--- src/rtl/imem_arbiter.sv ---
// imem_arbiter
// Shares one single-port, synchronous-read instruction memory between the
// core fetch unit (read-only) and the program loader / debug port (read or
// write). One access is granted per cycle; read data returns one cycle after
// the grant with a valid strobe routed to whichever requester owns it.
//
// Ports
//   clk, rst              rising-edge clock, synchronous active-high reset
//   if_req/if_addr        fetch read request (held until if_gnt)
//   if_gnt                fetch accepted this cycle
//   if_rvalid/if_rdata    fetch read return
//   ld_req/ld_we/ld_addr/ld_wdata  loader request (held until ld_gnt)
//   ld_lock               loader exclusive mode, fetch never granted
//   ld_gnt                loader accepted this cycle (also write completion)
//   ld_rvalid/ld_rdata    loader read return
//   mem_a/mem_w/mem_d     memory address, write enable, write data
//   mem_q                 registered memory read data
module imem_arbiter #(
    parameter int ADDR       = 16,
    parameter int WORD       = 32,
    parameter int MAX_LD_RUN = 4
) (
    input  logic            clk,
    input  logic            rst,
    input  logic            if_req,
    input  logic [ADDR-1:0] if_addr,
    output logic            if_gnt,
    output logic            if_rvalid,
    output logic [WORD-1:0] if_rdata,
    input  logic            ld_req,
    input  logic            ld_we,
    input  logic [ADDR-1:0] ld_addr,
    input  logic [WORD-1:0] ld_wdata,
    input  logic            ld_lock,
    output logic            ld_gnt,
    output logic            ld_rvalid,
    output logic [WORD-1:0] ld_rdata,
    output logic [ADDR-1:0] mem_a,
    output logic            mem_w,
    output logic [WORD-1:0] mem_d,
    input  logic [WORD-1:0] mem_q
);

    typedef enum logic [1:0] {
        OWN_NONE = 2'd0,
        OWN_IF   = 2'd1,
        OWN_LD   = 2'd2
    } owner_t;

    localparam logic [3:0] RUN_MAX = 4'(MAX_LD_RUN);

    owner_t          rd_owner_p1;
    owner_t          rd_owner_nxt;
    logic [3:0]      run_cnt;
    logic [3:0]      run_cnt_nxt;
    logic [ADDR-1:0] a_hold;
    logic            run_full;

    assign run_full = (run_cnt == RUN_MAX);

    // Grant: loader by default; fetch only when the loader is idle or has
    // used up its run budget while fetch was waiting. Nothing during reset.
    always_comb begin
        if_gnt = 1'b0;
        ld_gnt = 1'b0;
        if (!rst) begin
            if (ld_lock) begin
                ld_gnt = ld_req;
            end else if (if_req && (!ld_req || run_full)) begin
                if_gnt = 1'b1;
            end else begin
                ld_gnt = ld_req;
            end
        end
    end

    // Address holds its last driven value on idle cycles to avoid toggling
    // the memory address pins.
    always_comb begin
        mem_a = a_hold;
        if (if_gnt) begin
            mem_a = if_addr;
        end else if (ld_gnt) begin
            mem_a = ld_addr;
        end
    end

    assign mem_w = ld_gnt & ld_we;
    assign mem_d = ld_wdata;

    // The run counter only measures loader grants that actually made fetch
    // wait; lock mode keeps it at zero so unlocking restarts a fresh budget.
    always_comb begin
        run_cnt_nxt = run_cnt;
        if (ld_lock || if_gnt || !if_req) begin
            run_cnt_nxt = 4'd0;
        end else if (ld_gnt && !run_full) begin
            run_cnt_nxt = run_cnt + 4'd1;
        end
    end

    always_comb begin
        rd_owner_nxt = OWN_NONE;
        if (if_gnt) begin
            rd_owner_nxt = OWN_IF;
        end else if (ld_gnt && !ld_we) begin
            rd_owner_nxt = OWN_LD;
        end
    end

    // Stage p1: owner of the read whose data appears on mem_q next cycle
    always_ff @(posedge clk) begin
        if (rst) begin
            rd_owner_p1 <= OWN_NONE;
            run_cnt     <= 4'd0;
            a_hold      <= '0;
        end else begin
            rd_owner_p1 <= rd_owner_nxt;
            run_cnt     <= run_cnt_nxt;
            a_hold      <= mem_a;
        end
    end

    // Strobes are masked while rst is high so a read granted just before
    // reset never reports data.
    assign if_rvalid = !rst && (rd_owner_p1 == OWN_IF);
    assign ld_rvalid = !rst && (rd_owner_p1 == OWN_LD);
    assign if_rdata  = mem_q;
    assign ld_rdata  = mem_q;

endmodule

--- config.mk ---
export PLATFORM = sky130hd
export DESIGN_NAME = imem_arbiter
export DESIGN_NICKNAME = d
export VERILOG_FILES = /design/src/rtl/imem_arbiter.sv
export SDC_FILE = /design/constraint.sdc
export NUM_CORES = 1
export LEC_CHECK = 0
export CORE_MARGIN = 1.5
export CORE_UTILIZATION = 30
export CTS_BUF_LIST = sky130_fd_sc_hd__clkbuf_16
export CTS_CLUSTER_SIZE = 25
export DETAILED_ROUTE_END_ITERATION = 8
export PLACE_DENSITY = 0.92
export SLEW_MARGIN = 5
export SYNTH_ARGS = -nofsm -noshare
export SYNTH_HDL_FRONTEND = slang
export SYNTH_SLANG_ARGS = --single-unit
--- constraint.sdc ---
create_clock -name clk -period 2.2 [get_ports clk]
set_input_delay 0.22 -clock clk [delete_from_list [all_inputs] [get_ports clk]]
set_output_delay 0.22 -clock clk [all_outputs]
set_load 0.01 [all_outputs]
# After elaboration in Yosys (flattened, before gate mapping)
# Cells that the tools add are included.
# W data, S select, Z words.
# word_totals
regBits	22
latch_bits	0
ram_bits	0
rom_bits	0
n_memories	0
# classes
n_addsub	1
multipliers	0
div_mod_pow	0
order_cmp	0
eq_ne	3
shift	0
muxes	10
bitwise	1
reduce_logical	15
# ops
operator	count
$mux W16	2
$mux W1	7
$logic_and A1 B1 Y1	5
$logic_not A1 Y1	5
$add A4 B1 Y4 const B	1
$eq A4 B3 Y1 const B	1
$reduce_or A2 Y1	2
$logic_or A1 B1 Y1	3
$eq A2 B1 Y1 const B	1
$eq A2 B2 Y1 const B	1
$mux W2	1
$and A1 B1 Y1	1

# Logic depth before layout (Yosys ltp)
# Gate-level depths: netlist (run 1).
# depth
word_depth	9
depth_mapped	7
ltp_nobuf	5

# Worst setup path before layout (run 1)
# Ideal clock, no wire load.
# synth_path
path_type	register to output
from	register run_cnt[0]
to	output mem_w
arrival_ps	1507
required_time_ps	1980
path_slack_ps	473
path_stages_with_launch	8
n_path_buf	2
path_cell_list	dfxtp_1 -> inv_1 -> ha_1 -> and3b_1 -> buf_6 -> buf_8 -> a21oi_1 -> and2_1
# synth_via
elab_chain_len	7
# synth_rtl
item	line	rtl
start, declared	54	logic [3:0] run_cnt;
start signal, assigned	119	run_cnt <= run_cnt_nxt;
$eq A4 B3 Y1	59	assign run_full = (run_cnt == RUN_MAX);
$logic_or A1 B1 Y1	69	end else if (if_req && (!ld_req || run_full)) begin
$logic_and A1 B1 Y1	69	
$mux W1	69	
$mux W1	67	if (ld_lock) begin
$mux W1	66	if (!rst) begin
named net ld_gnt	35	output logic ld_gnt,
$and A1 B1 Y1	88	assign mem_w = ld_gnt & ld_we;
end, declared	39	output logic mem_w,
# The timed path passes the listed nets, and every way through them passes these cells.

# Final worst setup path (run 1)
# layout_path
from	register run_cnt[0]
to	output mem_a[15]
# layout_via
elab_chain_len	8
elab_cells_between_ends	11
# layout_rtl
item	line	rtl
$eq A4 B3 Y1 (*)	59	
$logic_or A1 B1 Y1 (*)	69	
$logic_and A1 B1 Y1 (*)	69	
$mux W1	69	
$mux W1	67	
$mux W1	66	
$mux W16	83	end else if (ld_gnt) begin
$mux W16 (*)	81	if (if_gnt) begin
end, declared	38	output logic [ADDR-1:0] mem_a,
# Every way passes the cells marked *; elsewhere a longest branch is shown, timed or not.

==> metrics.md, run 1 <==
| Metric | Value |
|---|---|
| Result of the run | `complete, no violations` |
| Cells taking the most area after synthesis | `buf_4 (35%), dfxtp_1 (20%), a211oi_1 (11%), a221oi_1 (6.4%), a2111oi_2 (6.2%)` |
| Port buffer count | `58` |
| Power share of the combinational group | `0.299` |
| Share of post-route cells with drive strength above 1 | `0.292` |
| Via count normalized by instance count | `4.98` |
| Crit-path cells | `inv_1, ha_1, and3b_2, buf_6, a211oi_4, a221oi_1, dlygate4sd2_1` |
| Clock slew at the register clock pins of the worst setup and hold paths | `around 0.06 ns` |
| Number of distinct library cell variants in the gate-level netlist after synthesis | `30` |
| Final Cycle Share | `0.965` |
| Sequential power share | `0.366` |
| Number of slew-limit violations in the final report | `0` |
| Crit path max fanout | `8` |
| Capture endpoint of the worst hold path | `run_cnt[0]` |
| FF+latch count, synth | `22` |
| Hold path startpoint | `run_cnt[0]` |
| Total gr overflow | `0` |
| Net count reported at finish | `342` |
| Sum of net half-perimeters after detailed placement | `~4000 um` |
| CP arrival | `approximately 1.9 ns` |
| Worst setup skew after layout | `0.00350 ns` |
| Latest clock arrival within the worst-skew pair | `0.25 ns` |
| TritonCTS sink count | `22` |
| Antenna-violating nets left | `0` |
| Area added between synthesis and finish | `13.2%` |
| Number of synthesized flops with an enable pin | `0` |
| Clk root buf | `clkbuf_16` |
| Internal Dissipation | `0.847 mW` |
| Hold path depth | `1` |
| Maximum clock frequency | `0.471 GHz` |
| Worst r2r path cells | `6` |
| Total net switching power | `0.325 mW` |
| Final cell count without fillers | `approximately 330` |
| Synth Area per Inst | `8.53 um^2` |
| Synth Cell Area | `2190 um^2` |
| Die height | `88.5 um` |
| Starting density of the core | `0.316` |
| Number of antenna violations at the first check in global routing | `0` |
| Diodes inserted | `0` |
| Vias in the first global route | `1,667` |
| Tot GR Track Use | `0.139` |
| Worst r2r src | `run_cnt[0]` |
| Final estimated routing congestion in global placement | `~0.7` |
| Worst supply voltage drop on vdd | `209 uV` |
| Seq/Total Area, Yosys | `0.201` |
| Count of max-cap constraint violations | `0` |
| Clock period minus worst slack | `around 2.1 ns` |
| Final Cell Area | `about 2500 um^2` |
| Category of the most critical setup path | `flop to output pin` |
| # DRC | `0` |
| Number of primary I/O pins | `219` |
| Register-to-Register Setup Slack | `0.55 ns` |
| Yosys top cell area share | `0.346` |
| FILL cells | `702` |
| Synthesized netlist cell count | `257` |
| Fraction of power spent switching nets | `0.277` |
| Horiz. Die Dim | `between 80 and 90 um` |
| Nets in the synthesized netlist | `361` |
| Setup repair after global routing missed its margin | `true` |
| WL final | `5820 um` |
| Total via count in the routed design | `1,653` |
| Final setup violation count | `0` |
| Type of element launching the critical path | `flop` |
| Leakage power total | `0.916 nW` |
| Clock tree from TritonCTS | `done` |
| Cell area reported after detailed placement | `2270 um^2` |
| Slowest cell on the critical path | `dfxtp_2` |
| Cell family with most CP delay | `buffers and inverters` |
| Proportion of register bits with asynchronous set or reset after synthesis | `0` |
| Floorplan core area | `6940 um^2` |
| Worst flop-to-flop path endpoint | `a_hold[10]` |
| Hold_ws | `0.437 ns` |
| Number of standard-cell rows in the floorplan | `30` |
| Final hold violation count | `0` |
| Worst stage delay on the critical path | `about 0.35 ns` |
| Top FF cell, synth | `dfxtp_1` |
| Total number of yosys warnings | `0` |
| Required time worst endpoint | `1.98 ns` |
| Count of buffering cells on the critical path with inverters included | `3` |
| Library cell occupying the most area in the post-synthesis netlist | `buf_4` |
| Num CTS Buffers | `3` |
| Power per Cell Area | `472 nW/um^2` |
| Number of design-rule violations left by the first detailed-router iteration | `77` |
| WL per Instance | `17.5 um` |
| Largest net degree at the start of global routing | `28` |
| Placed cells | `~330` |
| Pin slew with the least headroom to its limit | `0.451 ns` |
| Type of element capturing the critical path | `output pin` |
| Global-route wire length before repair | `between 8000 and 9000 um` |
| Part of the total power dissipated in the clock network | `0.335` |
| Number of search-and-repair iterations in the first detailed-routing pass | `4` |
| Full die area | `between 7000 and 8000 um^2` |
| Classification of the worst-slack hold path | `flop to flop` |
| Relative max-transition margin | `0.698` |
| Deepest level of the CTS H-tree | `1` |
| Max clock buf depth | `2` |
-- worst max-delay path by stage --
stage / start / to / slack, ns / cells past startpoint
2_1_floorplan: run_cnt[0] / mem_w / 0.47 / 7
3_3_place_gp: if_req / mem_a[2] / -0.17 / 5
3_5_place_dp: if_req / mem_a[2] / -0.20 / 5
4_1_cts: run_cnt[0] / mem_a[3] / -0.001 / 7
5_1_grt: run_cnt[1] / ld_gnt / -0.02 / 5
6_report: run_cnt[0] / mem_a[15] / 0.08 / 7
-- power by group through the flow --
stage	logic, mW	clock network (mW)	registers [mW]
2_1_floorplan	0.333	0	0.436
3_3_place_gp	0.337	0	0.437
3_5_place_dp	0.344	0	0.438
4_1_cts	0.330	0.407	0.429
5_1_grt	0.377	0.423	0.431
6_report	0.350	0.392	0.429
-- Yosys cell counts, types with 3 or more instances --
library cell  instances
buf_2                 6
buf_4               101
a221oi_1             16
nor2_1                4
a2111oi_0             6
buf_6                 3
a2111oi_2             9
a211oi_1             32
dfxtp_1              22
inv_1                35
-- layout by cell type, fill, tap and decap left out, drive strengths merged --
| cell type | n |
|---|---|
| nor2b | 2 |
| xor2 | 1 |
| inv | 35 |
| clkdlybuf4s15 | 11 |
| nor3b | 2 |
| dfxtp | 22 |
| a2111oi | 16 |
| nand3b | 1 |
| xnor2 | 1 |
| dlygate4sd1 | 1 |
| dlygate4sd2 | 4 |
| clkbuf | 5 |
| buf | 30 |
| clkdlybuf4s50 | 39 |
| nor2 | 4 |
| a21oi | 1 |
| and3b | 1 |
| nand2b | 2 |
| nand3 | 1 |
| or3 | 1 |
| ha | 2 |
| and2 | 1 |
| dlymetal6s2s | 1 |
| o21bai | 2 |
| a221oi | 16 |
| a211oi | 34 |
-- routing by layer --
| metal | wire, um | up-vias | GRT usage |
|---|---|---|---|
| met3 | 455 | 25 | 0.0429 |
| met2 | 2980 | 68 | 0.246 |
| li1 | - | 761 | - |
| met4 | 163 | 0 | 0.0469 |
| met1 | 2220 | 799 | 0.158 |
| met5 | 0 | - | 0 |
-- sequential cells by signal (all words and copies together) (netlist names) --
name         cells
rd_owner_p1      2
a_hold          16
run_cnt          4
-- cell type report --
type                            count  area, um^2  share of cell area
Multi-Input combinational cell     88         911               0.367
Timing Repair Buffer               88         803               0.324
Sequential cell                    22         442               0.178
Inverter                           35         131              0.0529
Tap cell                           96         120              0.0484
Clock buffer                        3        75.1              0.0302
-- cell families after synthesis --
group / count (synthesis) / synth area share
buffers and inverters: 148 / 0.445
AOI/OAI and AO/OA: 68 / 0.289
DFF: 22 / 0.201
and+or+nand+nor: 15 / 0.0456
xor gates and xnor gates: 2 / 0.00799
adders and majority gates: 2 / 0.0114
-- stage by stage --
step	power (mW)	setup TNS [ns]	utilization	setup WS (ns)
finish	1.17	0	0.357	0.0760
CTS	1.17	-0.00110	0.344	-0.00110
floorplan	0.769	0	-	0.473
detailed placement	0.782	-2.80	0.326	-0.200
global route	1.23	-0.0690	0.357	-0.0233
global placement	0.774	-2.13	0.326	-0.168
-- what timing repair did --
| action | 4_1_cts | 5_1_grt |
|---|---|---|
| pin swaps | 0 | 1 |
| endpoints found under the setup margin | 18 | 18 |
| gates resized for setup | 33 | 31 |
| hold buffers | 0 | 0 |
| setup buffers | 0 | 1 |
| gates cloned | 0 | 1 |
(Power assumes the default switching activity.)
==> inputs of run 2 (changes only) <==
--- a/config.mk
+++ b/config.mk
@@ -5,6 +5,7 @@
 export SDC_FILE = /design/constraint.sdc
 export NUM_CORES = 1
 export LEC_CHECK = 0
+export CORE_ASPECT_RATIO = 0.6
 export CORE_MARGIN = 1.5
 export CORE_UTILIZATION = 30
 export CTS_BUF_LIST = sky130_fd_sc_hd__clkbuf_16
==> run 2 against run 1 <==
Effect of this change: maximum frequency fell by 0.24%; clock power rose by 33%; clock skew rose by 0.0026 ns; via count rose by 4.4%; combinational power rose by 5%; cell count fell by 1.8%; largest power group is now the clock network; worst setup slack got worse by 0.0051 ns; non-clock buffer count rose by 2; critical path type unchanged.
==> metrics.md, run 2 (synthesis results as in run 1) <==
| Metric | Value |
|---|---|
| Result of the run | `complete, no violations` |
| Area added between synthesis and finish | `17.3%` |
| Global-route wire length before repair | `9630 um (+16%)` |
| Worst setup skew after layout | `0.00612 ns (+0.00262 ns)` |
| Commonest non-fill, non-tap cell in the layout | `clkdlybuf4s50_1` |
| Horiz. Die Dim | `113 um (+28%)` |
| Number of search-and-repair iterations in the first detailed-routing pass | `4 (unchanged)` |
| Vias in the first global route | `1,890 (+13%)` |
| Diodes inserted | `0 (unchanged)` |
| Hold_ws | `0.439 ns (+0.00243 ns)` |
| Final hold violation count | `0 (unchanged)` |
| Relative max-transition margin | `0.707 (+0.00877)` |
| FILL cells | `697 (-0.71%)` |
| Die height | `69.2 um (-22%)` |
| Starting density of the core | `0.319 (+0.00305)` |
| Sum of net half-perimeters after detailed placement | `4520 um (+13%)` |
| TritonCTS sink count | `22 (unchanged)` |
| Final setup violation count | `0 (unchanged)` |
| Pin slew with the least headroom to its limit | `0.428 ns (-0.0230 ns)` |
| Worst r2r src | `run_cnt[0]` |
| Antenna-violating nets left | `0 (unchanged)` |
| Floorplan core area | `6880 um^2 (-0.95%)` |
| Num CTS Buffers | `3 (unchanged)` |
| Required time worst endpoint | `1.98 ns (about the same)` |
| Latest clock arrival within the worst-skew pair | `0.26 ns (about the same)` |
| Tot GR Track Use | `0.153 (+0.0146)` |
| Maximum clock frequency | `0.470 GHz (-0.24%)` |
| Number of primary I/O pins | `219 (unchanged)` |
| CP arrival | `1.91 ns (about the same)` |
| Register bank with the most flops | `a_hold` |
| Via count normalized by instance count | `5.29 (+6.3%)` |
| Classification of the worst-slack hold path | `flop to flop` |
| Type of element capturing the critical path | `output pin` |
| Number of hold buffers added after CTS | `0 (unchanged)` |
| # DRC | `0 (unchanged)` |
| Type of element launching the critical path | `flop` |
| Register-to-Register Setup Slack | `0.51 ns (-0.04 ns)` |
| Deepest level of the CTS H-tree | `1 (unchanged)` |
| WL per Instance | `19.0 um (+8.6%)` |
| Worst r2r path cells | `7 (+1)` |
| Capture endpoint of the worst hold path | `run_cnt[0]` |
| Largest register FFs | `16 (unchanged)` |
| Crit path max fanout | `7 (-1)` |
| Internal Dissipation | `0.976 mW (+15%)` |
| Setup repair after global routing missed its margin | `true` |
| Net count reported at finish | `344 (+0.58%)` |
| Clock slew at the register clock pins of the worst setup and hold paths | `0.07 ns (about the same)` |
| Number of standard-cell rows in the floorplan | `23 (-23%)` |
| Clk root buf | `clkbuf_16` |
| Worst supply voltage drop on vdd | `381 uV (+82%)` |
| Final estimated routing congestion in global placement | `0.727 (+3.6%)` |
| WL final | `6210 um (+6.6%)` |
| Most used cells in the layout excluding fill and tap cells | `clkdlybuf4s50_1 (38), inv_1 (35), buf_4 (27), dfxtp_1 (21), a211oi_1 (17)` |
| Sequential power share | `0.325 (-0.041)` |
| Total gr overflow | `0 (unchanged)` |
| Power per Cell Area | `512 nW/um^2 (+8.5%)` |
| Clock tree from TritonCTS | `done` |
| Total via count in the routed design | `1,726 (+4.4%)` |
| Max clock buf depth | `2 (unchanged)` |
| Registers with the most flip-flops | `a_hold x16, run_cnt x4, rd_owner_p1 x2` |
| Full die area | `7850 um^2 (+0.21%)` |
| Number of antenna violations at the first check in global routing | `0 (unchanged)` |
| Post-route total power | `1.32 mW (+13%)` |
| Final Cycle Share | `0.968 (+0.00232)` |
| Total net switching power | `0.343 mW (+5.5%)` |
| Fraction of power spent switching nets | `0.260 (-0.0174)` |
| Largest net degree at the start of global routing | `19 (-32%)` |
| Hold path depth | `1 (unchanged)` |
| Final cell count without fillers | `326 (-1.8%)` |
| Total Neg Setup Slack | `0 ns (unchanged)` |
| Final Cell Area | `2570 um^2 (+3.7%)` |
| Leakage power total | `0.948 nW (+3.5%)` |
| Port buffer count | `58 (unchanged)` |
| Category of the most critical setup path | `flop to output pin` |
| Number of slew-limit violations in the final report | `0 (unchanged)` |
| Launching instance or port of the critical path | `run_cnt[0]` |
| Part of the total power dissipated in the clock network | `0.394 (+0.059)` |
| Clock period minus worst slack | `2.13 ns (+0.00511 ns)` |
| Power share of the combinational group | `0.280 (-0.019)` |
| Count of max-cap constraint violations | `0 (unchanged)` |
| Placed cells | `321 (-1.8%)` |
| Worst flop-to-flop path endpoint | `a_hold[8]` |
| Hold path startpoint | `run_cnt[0]` |
| Number of design-rule violations left by the first detailed-router iteration | `109 (+42%)` |
| Number of buffers inserted by post-CTS setup repair | `0 (unchanged)` |
| Share of post-route cells with drive strength above 1 | `0.310 (+0.0173)` |
| Cell area reported after detailed placement | `2300 um^2 (+1.6%)` |
[run 2: through the flow]
stage,setup slack [ns],utilization
after floorplan,0.473,-
final,0.0709,0.374
after CTS,0.00258,0.356
after global placement,-0.202,0.335
after global routing,-0.0465,0.374
after detailed placement,-0.248,0.335
[run 2: layout make-up]
cell class                 count  area, um^2  share of cell area
clock buffer                   3        75.1              0.0292
sequential                    22         442               0.172
clock inverter                 1        30.0              0.0117
tap                           87         109              0.0423
multi-input combinational     88         947               0.368
inverter                      35         131              0.0510
timing repair buffer          90         840               0.326
[run 2: worst max-delay path, stage by stage (launching register included)]
cell	delay [ns]
dfxtp_2	0.34
inv_1	0.06
ha_1	0.18
and3b_2	0.24
buf_6	0.18
a211oi_4	0.08
a221oi_1	0.28
clkdlybuf4s15_1	0.29
[run 2: what timing repair did]
item	CTS	global route
setup endpoints to repair	19	17
cloned	1	0
resized for setup	31	42
pin swaps	2	0
[run 2: worst max-delay path by stage]
stage,to,cells past startpoint
3_3_place_gp,mem_a[4],5
3_5_place_dp,mem_a[8],5
6_report,mem_a[3],7
4_1_cts,mem_a[8],7
2_1_floorplan,mem_w,7
5_1_grt,mem_a[14],7
[run 2: power groups by stage]
stage / sequential (mW) / combinational (mW) / clock, mW
2_1_floorplan: 0.436 / 0.333 / 0
3_3_place_gp: 0.437 / 0.344 / 0
3_5_place_dp: 0.438 / 0.354 / 0
4_1_cts: 0.429 / 0.343 / 0.530
5_1_grt: 0.431 / 0.396 / 0.541
6_report: 0.429 / 0.369 / 0.520
[run 2: metal layers]
| metal | vias to the layer above | global-route usage | share of wire |
|---|---|---|---|
| met5 | - | 0 | 0 |
| met4 | 0 | 0.0139 | 0.0013 |
| met3 | 4 | 0.101 | 0.12 |
| met2 | 125 | 0.238 | 0.46 |
| met1 | 833 | 0.183 | 0.41 |
| li1 | 764 | - | - |
